<file path="src/rtl/hd_secded_pipe_if.sv">
// Codeword-in / decoded-word-out bundle for the SECDED decoder pipeline.
// M and N are derived here the same way the decoder derives them.
interface hd_secded_pipe_if #(
    parameter int K     = 7,
    parameter int CNT_W = 16
);
    function automatic int calc_m(input int k);
        int m;
        m = 1;
        while ((1 << m) < (k + m + 1)) m++;
        return m;
    endfunction

    localparam int M = calc_m(K);
    localparam int N = K + M;

    logic [N:0]       cin;
    logic             cvld;
    logic             corr_en;
    logic             cnt_clr;
    logic [K-1:0]     dout;
    logic             dvld;
    logic             err_corr;
    logic             err_uncorr;
    logic [M-1:0]     syn;
    logic [CNT_W-1:0] corr_cnt;
    logic [CNT_W-1:0] uncorr_cnt;

    modport master (
        output cin, cvld, corr_en, cnt_clr,
        input  dout, dvld, err_corr, err_uncorr, syn, corr_cnt, uncorr_cnt
    );

    modport slave (
        input  cin, cvld, corr_en, cnt_clr,
        output dout, dvld, err_corr, err_uncorr, syn, corr_cnt, uncorr_cnt
    );
endinterface

</file>
<file path="src/rtl/hd_secded_pipe.sv">
// Two-stage pipelined SECDED Hamming decoder with optional correction,
// per-word error flags, syndrome output and saturating error counters.
module hd_secded_pipe #(
    parameter int K     = 7,
    parameter int CNT_W = 16
) (
    input  logic             clk,
    input  logic             rst,
    hd_secded_pipe_if.slave  bus
);
    function automatic int calc_m(input int k);
        int m;
        m = 1;
        while ((1 << m) < (k + m + 1)) m++;
        return m;
    endfunction

    localparam int M = calc_m(K);
    localparam int N = K + M;
    localparam logic [N-1:0] ONE = N'(1);

    // Hamming position (1-based) holding data bit k.
    function automatic int data_pos(input int k);
        int cnt;
        int pos;
        cnt = 0;
        pos = 0;
        for (int i = 1; i <= N; i++) begin
            if ((i & (i - 1)) != 0) begin
                if (cnt == k) pos = i;
                cnt++;
            end
        end
        return pos;
    endfunction

    function automatic logic [N-1:0] syn_mask(input int j);
        logic [N-1:0] m;
        m = '0;
        for (int i = 1; i <= N; i++) begin
            if (((i >> j) & 1) != 0) m = m | (ONE << (i - 1));
        end
        return m;
    endfunction

    logic         s1_vld;
    logic         s1_corr_en;
    logic [N:0]   s1_cw;

    // Codeword only loads on valid, so an undriven cin never enters the pipe.
    always_ff @(posedge clk or posedge rst) begin
        if (rst) begin
            s1_vld     <= 1'b0;
            s1_corr_en <= 1'b0;
            s1_cw      <= '0;
        end else begin
            s1_vld <= bus.cvld;
            if (bus.cvld) begin
                s1_cw      <= bus.cin;
                s1_corr_en <= bus.corr_en;
            end
        end
    end

    logic [M-1:0] s;
    logic         p;
    logic         s_le_n;
    logic         single;
    logic         uncorr;
    logic         flip;
    logic [N-1:0] fix_cw;
    logic [K-1:0] data_out;

    for (genvar j = 0; j < M; j++) begin : g_syn
        localparam logic [N-1:0] SMASK = syn_mask(j);
        assign s[j] = ^(s1_cw[N-1:0] & SMASK);
    end

    assign p      = ^s1_cw;
    assign s_le_n = (int'(s) <= N);
    // S=0 with odd parity is an error in the overall-parity bit itself.
    assign single = p & s_le_n;
    assign uncorr = ((s != '0) & ~p) | (p & ~s_le_n);
    assign flip   = s1_corr_en & single & (s != '0);
    assign fix_cw = flip ? (s1_cw[N-1:0] ^ (ONE << (s - M'(1)))) : s1_cw[N-1:0];

    for (genvar g = 0; g < K; g++) begin : g_data
        localparam int DP = data_pos(g);
        assign data_out[g] = fix_cw[DP-1];
    end

    always_ff @(posedge clk or posedge rst) begin
        if (rst) begin
            bus.dvld       <= 1'b0;
            bus.err_corr   <= 1'b0;
            bus.err_uncorr <= 1'b0;
            bus.dout       <= '0;
            bus.syn        <= '0;
            bus.corr_cnt   <= '0;
            bus.uncorr_cnt <= '0;
        end else begin
            bus.dvld       <= s1_vld;
            bus.err_corr   <= s1_vld & single;
            bus.err_uncorr <= s1_vld & uncorr;
            if (s1_vld) begin
                bus.dout <= data_out;
                bus.syn  <= s;
            end
            if (bus.cnt_clr) begin
                bus.corr_cnt   <= '0;
                bus.uncorr_cnt <= '0;
            end else begin
                if (s1_vld && single && (bus.corr_cnt != '1))
                    bus.corr_cnt <= bus.corr_cnt + CNT_W'(1);
                if (s1_vld && uncorr && (bus.uncorr_cnt != '1))
                    bus.uncorr_cnt <= bus.uncorr_cnt + CNT_W'(1);
            end
        end
    end
endmodule
</file>
<file path="src/flat_wrapper.sv">
// flat-port wrapper written by rule: the top's interface ports become plain ports
module hd_secded_pipe_flat 
#(
    parameter int K     = 7,
    parameter int CNT_W = 16
)
  (clk, rst, bus_cin, bus_cvld, bus_corr_en, bus_cnt_clr, bus_dout, bus_dvld, bus_err_corr, bus_err_uncorr, bus_syn, bus_corr_cnt, bus_uncorr_cnt);
  hd_secded_pipe_if #(.K(K), .CNT_W(CNT_W)) bus_i ();
  input  logic clk;
  input  logic rst;
  input wire logic [$bits(bus_i.cin)-1:0] bus_cin;
  input wire logic [$bits(bus_i.cvld)-1:0] bus_cvld;
  input wire logic [$bits(bus_i.corr_en)-1:0] bus_corr_en;
  input wire logic [$bits(bus_i.cnt_clr)-1:0] bus_cnt_clr;
  output wire logic [$bits(bus_i.dout)-1:0] bus_dout;
  output wire logic [$bits(bus_i.dvld)-1:0] bus_dvld;
  output wire logic [$bits(bus_i.err_corr)-1:0] bus_err_corr;
  output wire logic [$bits(bus_i.err_uncorr)-1:0] bus_err_uncorr;
  output wire logic [$bits(bus_i.syn)-1:0] bus_syn;
  output wire logic [$bits(bus_i.corr_cnt)-1:0] bus_corr_cnt;
  output wire logic [$bits(bus_i.uncorr_cnt)-1:0] bus_uncorr_cnt;
  assign bus_i.cin = bus_cin;
  assign bus_i.cvld = bus_cvld;
  assign bus_i.corr_en = bus_corr_en;
  assign bus_i.cnt_clr = bus_cnt_clr;
  assign bus_dout = bus_i.dout;
  assign bus_dvld = bus_i.dvld;
  assign bus_err_corr = bus_i.err_corr;
  assign bus_err_uncorr = bus_i.err_uncorr;
  assign bus_syn = bus_i.syn;
  assign bus_corr_cnt = bus_i.corr_cnt;
  assign bus_uncorr_cnt = bus_i.uncorr_cnt;
  hd_secded_pipe #(.K(K), .CNT_W(CNT_W)) u_core (.clk(clk), .rst(rst), .bus(bus_i));
endmodule
</file>
<file path="config.mk">
export PLATFORM = sky130hd
export DESIGN_NAME = hd_secded_pipe_flat
export DESIGN_NICKNAME = d
export VERILOG_FILES = /design/src/rtl/hd_secded_pipe_if.sv /design/src/rtl/hd_secded_pipe.sv /design/src/flat_wrapper.sv
export SDC_FILE = /design/constraint.sdc
export NUM_CORES = 1
export LEC_CHECK = 0
export ABC_AREA = 1
export CAP_MARGIN = 0
export CORE_MARGIN = 2
export CORE_UTILIZATION = 54
export CTS_CLUSTER_DIAMETER = 200
export DETAILED_ROUTE_END_ITERATION = 8
export PLACE_DENSITY_LB_ADDON = 0.3
export SLEW_MARGIN = 20
export SYNTH_ARGS = -nofsm -noshare
export SYNTH_HDL_FRONTEND = slang
export SYNTH_SLANG_ARGS = --single-unit
</file>
<file path="constraint.sdc">
create_clock -name clk -period 2.65 [get_ports clk]
set_clock_uncertainty 0.15 [all_clocks]
set_input_delay 0.53 -clock clk [delete_from_list [all_inputs] [get_ports clk]]
set_output_delay 0.53 -clock clk [all_outputs]
set_load 0.01 [all_outputs]
</file>
==> out/results.tsv, run 1 <==
stage	metric	value	unit
global_route	vias in the first global route	3433	
power_and_ir_drop	NetSw	0.906	mW
logic_synthesis	top cell type's share of synthesized area	38.5	%
clock_network	htree depth	3	
power_and_ir_drop	clock share of power	30.2	%
job	Max Cap Viol	0	
placement	placed cells	699	
finish	area growth from synthesis to layout	21.8	%
critical_path	Reg2Reg Depth	8	
floorplan	Rows	30	
clock_network	Clock Path Buffers	2	
logic_synthesis	Distinct cells, synth	30	
placement	HPWL Detailed	6600	um
global_route	GR Overflow Total	0	
critical_path	Critical Path Start	u_core.bus.uncorr_cnt[0]$_DFFE_PP0P_	
placement	Cell Area, Placed	4570	sq um
sta	final hold violations	0	
logic_synthesis	fraction of synthesis flops using an asynchronous set or reset pin	100	%
clock_network	CTS root buf	clkbuf_8	
finish	commonest non-fill, non-tap cell in the layout	nand2_1	
logic_synthesis	cell count after synthesis	554	
sta	Final Slew Violations	0	
power_and_ir_drop	Total Power	2.63	mW
sta	Peak Freq	423	MHz
detailed_routing	First DRT Iteration DRCs	179	
critical_path	data required time of the critical path	2.73	ns
finish	commonest non-fill, non-tap cells in the layout	nand2_1, clkdlybuf4s50_1, nand3_1, dfrtp_1, nor2_1	
critical_path	Worst Path Max Fanout	17	
clock_network	cts hold-fix bufs	0	
power_and_ir_drop	Sequential Power Share	41.0	%
sta	RSZ-0062 raised after global routing	no	
detailed_routing	first drt pass iteration count	5	
clock_network	CTS tree	built	
placement	Final Wtd Congestion	0.915	
logic_synthesis	EDFF count, synth	0	
critical_path	CP Data Arrival Time	2.44	ns
placement	Port-buffer cells	62	
clock_network	clk sinks	60	
logic_synthesis	Syn Nets	573	
sta	post-route fraction of the period consumed by the critical path	89.3	%
finish	Final Cell Area	4750	sq um
global_route	aggregate global-route resource usage	24.3	%
sta	Worst Max-Slew Pin Slew	0.640	ns
clock_network	post_cts resized	0	
power_and_ir_drop	Net Sw Frac	34.5	%
critical_path	reg2reg start	u_core.bus.uncorr_cnt[0]$_DFFE_PP0P_	
finish	post-route insts no fill	715	
finish	layout cells sized above 1	10.0	%
floorplan	Initial Util	56.5	%
detailed_routing	Via density	5.30	
logic_synthesis	top cells by area, synth	dfrtp_1, nand2_1, nand3_1, nor2_1, xor2_1	
critical_path	FF-to-FF setup slack	0.28	ns
power_and_ir_drop	combinational share of power	28.8	%
critical_path	Setup crit end	u_core.bus.uncorr_cnt[13]$_DFFE_PP0P_	
logic_synthesis	register bit total from synthesis	60	
sta	minimum clock period	2.37	ns
clock_network	Worst-path clk slew	0.07	ns
power_and_ir_drop	Leak	2.30	nW
floorplan	Die ar.	7920	sq um
logic_synthesis	Ys Warns	0	
sta	Min Hold Slack	0.334	ns
power_and_ir_drop	Pint	1.72	mW
detailed_routing	final wirelength	9280	um
power_and_ir_drop	Power Density	553	nW/um^2
critical_path	CP startpoint kind	flip-flop	
finish	Reg area	1500	sq um
critical_path	critical path class	reg -> reg	
clock_network	# Post-CTS Setup Buffers	0	
power_and_ir_drop	Max IR drop VDD	0.270	mV
floorplan	die span in x	89.0	um
critical_path	RR Endpoint	u_core.bus.uncorr_cnt[13]$_DFFE_PP0P_	
global_route	first-pass GRT wire length	15400	um
outcome	status	finished clean	
sta	Worst Setup Slack, final	0.284	ns
floorplan	Die Ht	89.0	um
placement	setup slack at placement	0.219	ns
clock_network	CTS buffer count	9	
detailed_routing	total number of vias	3790	
sta	setup violators final	0	
clock_network	Clock Latency Late Sink	0.34	ns
global_route	antenna violations before repair	0	
detailed_routing	mean routed wirelength per cell	13.0	um
finish	ant diodes	0	
finish	final core utilization	68.8	%
floorplan	core area	6910	sq um
hold_path	Hold Crit Class	reg -> reg	
logic_synthesis	Mapped Area	3900	sq um
finish	area of the multi-input gates	2120	sq um
critical_path	CP endpoint kind	flip-flop	
finish	fillers	595	
floorplan	Ports	63	
detailed_routing	DR DRC count	0	
finish	Nets	633	
sta	relative slew slack	57.3	%
detailed_routing	DRT antenna net count	0	
logic_synthesis	sequential area share after synthesis	38.5	%
logic_synthesis	ys flop type	dfrtp_1	
global_route	pin count of the biggest net entering global routing	41	
sta	setup TNS	0	ns
logic_synthesis	Syn Area/Cell	7.04	sq um
logic_synthesis	Synth area leader	dfrtp_1	
## per-layer routing
| layer | vias to the layer above | share of wire [%] | wire length [um] | track usage (%) |
|---|---|---|---|---|
| met5 | - | 0 | 0 | 0 |
| met2 | 150 | 48 | 4430 | 40.4 |
| met4 | 0 | 1.3 | 125 | 8.55 |
| li1 | 1857 | - | - | - |
| met3 | 15 | 6.2 | 573 | 3.42 |
| met1 | 1768 | 45 | 4160 | 32.7 |
## synth_stat cells (2+ instances only)
cell type,number
nand2_1,215
dfrtp_1,60
nand3_1,60
nor2_1,59
inv_1,31
xor2_1,24
nand2_2,18
o21ai_0,15
clkbuf_1,11
nand4_1,11
inv_2,7
nor3_1,7
xnor2_1,6
buf_6,5
nand2_4,4
nor2_2,3
buf_4,2
ha_1,2
mux2_2,2
nand3_2,2
## worst max-delay path, cell delays in order, from the launching register on
cell,delay (ns)
dfrtp_1,0.48
ha_1,0.25
nand2_1,0.11
nor2_1,0.24
nand4_1,0.31
nand4_4,0.33
nand2_2,0.22
nand2_1,0.11
nand2_1,0.05
## how the worst min path moves through the flow
| stage | slack, ns | to | cells past startpoint | startpoint |
|---|---|---|---|---|
| after floorplan | 0.29 | u_core.bus.dvld$_DFF_PP0_ | 0 | u_core.s1_vld$_DFF_PP0_ |
| after global placement | 0.31 | u_core.bus.dout[2]$_DFFE_PP0P_ | 2 | u_core.bus.dout[2]$_DFFE_PP0P_ |
| after detailed placement | 0.32 | u_core.bus.dout[3]$_DFFE_PP0P_ | 2 | u_core.bus.dout[3]$_DFFE_PP0P_ |
| after CTS | 0.34 | u_core.bus.dout[3]$_DFFE_PP0P_ | 2 | u_core.bus.dout[3]$_DFFE_PP0P_ |
| after global routing | 0.35 | u_core.bus.dout[3]$_DFFE_PP0P_ | 2 | u_core.bus.dout[3]$_DFFE_PP0P_ |
| final | 0.33 | u_core.bus.dout[2]$_DFFE_PP0P_ | 2 | u_core.bus.dout[2]$_DFFE_PP0P_ |
## cells by family (layout without fill, tap and decap cells)
group           Yosys count  in the layout  synth area share [%]
compound gates           18             18                  2.73
mux                       2              2                 0.577
fa+ha+maj                 2              2                 0.641
xor+xnor                 30             30                  6.74
buf+inv                  57            122                  7.06
simple gates            385            385                  43.8
flops                    60             60                  38.5
## registers in the layout (all words and copies together), names as in the netlist
signal / count
u_core.bus.corr_cnt: 16
u_core.bus.dout: 7
u_core.bus.dvld: 1
u_core.bus.err_corr: 1
u_core.bus.err_uncorr: 1
u_core.bus.syn: 4
u_core.bus.uncorr_cnt: 16
u_core.s1_corr_en: 1
u_core.s1_cw: 12
u_core.s1_vld: 1
## cell type report
class / instances / share of cell area [%]
Clock buffer: 11 / 2.77
Multi-Input combinational cell: 437 / 44.7
Sequential cell: 60 / 31.6
Timing Repair Buffer: 68 / 14.3
Tap cell: 96 / 2.53
Clock inverter: 5 / 1.11
Inverter: 38 / 3.00
## power by group through the flow
stage	Clock [mW]	Combinational, mW	Sequential (mW)
finish	0.794	0.756	1.08
global route	0.845	0.837	1.09
CTS	0.804	0.756	1.07
detailed placement	0	0.749	1.09
global placement	0	0.721	1.09
floorplan	0	0.503	1.10
Power figures use the tool's default switching activity.
==> run 2: changes to the inputs <==
Settings changed: CTS_CLUSTER_DIAMETER 200 to not set.
==> results of run 2 <==
Final layout, timing and power as in run 1 (identical DEF).
==> run 3: changes to the inputs <==
Settings changed: ABC_CLOCK_PERIOD_IN_PS set to 2650, PLACE_DENSITY set to 0.8, PLACE_DENSITY_LB_ADDON 0.3 to not set.
==> out/results.tsv, run 3 (synthesis results as in run 1) <==
stage	metric	value	unit
outcome	status	finished clean	
clock_network	clk sinks	60	
critical_path	CP endpoint kind	flip-flop	
floorplan	core area	6910	sq um
finish	ant diodes	0	
finish	commonest non-fill, non-tap cell in the layout	nand2_1	
finish	Largest regs	u_core.bus.corr_cnt (16), u_core.bus.uncorr_cnt (16), u_core.s1_cw (12)	
critical_path	crit path cell chain	ha_1, nand2_1, inv_2, nand2_2, nor2_2, nand2_1, nor2_2, nand4_2, o21ai_4, nand2_4, nand2_1, nand2_1	
detailed_routing	final wirelength	9020	um
placement	HPWL Detailed	6390	um
finish	commonest non-fill, non-tap cells in the layout	nand2_1, clkdlybuf4s50_1, nand3_1, dfrtp_1, nor2_1	
global_route	antenna violations before repair	0	
floorplan	Rows	30	
sta	setup violators final	0	
sta	Worst Max-Slew Pin Slew	1.03	ns
sta	relative slew slack	31.1	%
global_route	first-pass GRT wire length	15300	um
critical_path	Worst Path Max Fanout	15	
clock_network	CTS root buf	clkbuf_8	
sta	Worst Setup Slack, final	0.217	ns
detailed_routing	DR DRC count	0	
critical_path	critical path's most frequent cell	nand2_1	
critical_path	data required time of the critical path	2.73	ns
sta	minimum clock period	2.43	ns
placement	setup slack at placement	0.128	ns
clock_network	CTS tree	built	
clock_network	# Post-CTS Setup Buffers	0	
detailed_routing	total number of vias	3734	
power_and_ir_drop	Max IR drop VDD	0.277	mV
hold_path	Hold Crit Class	reg -> reg	
sta	setup TNS	0	ns
floorplan	Ports	63	
sta	final hold violations	0	
floorplan	Die Ht	89.0	um
clock_network	Worst-path clk slew	0.07	ns
sta	RSZ-0062 raised after global routing	no	
detailed_routing	mean routed wirelength per cell	12.6	um
clock_network	Clock Latency Late Sink	0.35	ns
critical_path	CP peak stage delay	0.46	ns
clock_network	htree depth	3	
critical_path	CP top delay family	simple AND/OR/NAND/NOR gates	
sta	Peak Freq	411	MHz
clock_network	Clock Path Buffers	2	
critical_path	CP Data Arrival Time	2.52	ns
detailed_routing	first drt pass iteration count	5	
placement	Final Wtd Congestion	0.908	
floorplan	Initial Util	56.5	%
critical_path	critical path class	reg -> reg	
detailed_routing	First DRT Iteration DRCs	253	
finish	post-route insts no fill	716	
global_route	pin count of the biggest net entering global routing	33	
critical_path	Critical-path top delay cell	dfrtp_1	
global_route	GR Overflow Total	0	
finish	layout cells sized above 1	10.2	%
clock_network	cts hold-fix bufs	0	
clock_network	post_cts resized	0	
detailed_routing	Via density	5.22	
power_and_ir_drop	Leak	2.33	nW
power_and_ir_drop	Power Density	586	nW/um^2
critical_path	Buf+Inv Stages, Crit Path	1	
finish	Nets	634	
global_route	vias in the first global route	3447	
finish	area growth from synthesis to layout	23.2	%
sta	post-route fraction of the period consumed by the critical path	91.8	%
critical_path	CP startpoint kind	flip-flop	
global_route	aggregate global-route resource usage	24.8	%
floorplan	die span in x	89.0	um
clock_network	CTS buffer count	9	
placement	placed cells	700	
job	Max Cap Viol	0	
floorplan	Die ar.	7920	sq um
sta	Final Slew Violations	0	
detailed_routing	DRT antenna net count	0	
placement	Port-buffer cells	62	
## run 3: path summary, 6_finish.rpt
path	to	slack, ns	startpoint	cells past startpoint
setup / recovery	u_core.bus.corr_cnt[12]$_DFFE_PP0P_	0.22	u_core.bus.corr_cnt[0]$_DFFE_PP0P_	12
hold / removal	u_core.bus.dout[3]$_DFFE_PP0P_	0.33	u_core.bus.dout[3]$_DFFE_PP0P_	2
setup reg to reg	u_core.bus.corr_cnt[12]$_DFFE_PP0P_	0.22	u_core.bus.corr_cnt[0]$_DFFE_PP0P_	12
hold reg to reg	u_core.bus.dout[3]$_DFFE_PP0P_	0.33	u_core.bus.dout[3]$_DFFE_PP0P_	2
max in group asynchronous	u_core.bus.dvld$_DFF_PP0_	1.38	rst	3
min in group asynchronous	u_core.bus.syn[0]$_DFFE_PP0P_	0.42	rst	2
## run 3: routing by layer
layer	up-vias	share of wire (%)	global-route usage (%)
met1	1712	47	34.1
li1	1874	-	-
met4	0	1.3	9.09
met2	135	45	39.1
met5	-	0	0
met3	13	6.2	4.89
## run 3: worst register-to-register path: stages (launching register included)
cell and delay (ns):
dfrtp_1 0.46, ha_1 0.21, nand2_1 0.07, inv_2 0.07, nand2_2 0.07, nor2_2 0.16
nand2_1 0.12, nor2_2 0.15, nand4_2 0.15, o21ai_4 0.30, nand2_4 0.22, nand2_1 0.13
nand2_1 0.06
## run 3: report_power, final
part	switching (mW)	total [mW]	internal (mW)
clock network	0.367	0.989	0.622
registers	0.0834	1.08	0.995
logic	0.456	0.750	0.295
## run 3: layout make-up
type                       instances  area (sq um)
clock buffer                      11           131
timing repair buffer              69           686
multi-input combinational        437          2120
tap                               96           120
fill                             610          2100
sequential                        60          1500
inverter                          38           143
clock inverter                     5           100
## run 3: stage by stage
stage	utilization [%]	total power [mW]	instance area, sq um	hold WS (ns)
global placement	66.2	1.81	4570	0.315
global route	69.6	2.97	4810	0.360
detailed placement	66.2	1.84	4570	0.316
CTS	69.6	2.83	4810	0.334
finish	69.6	2.82	4810	0.332
floorplan	-	1.60	3900	0.291
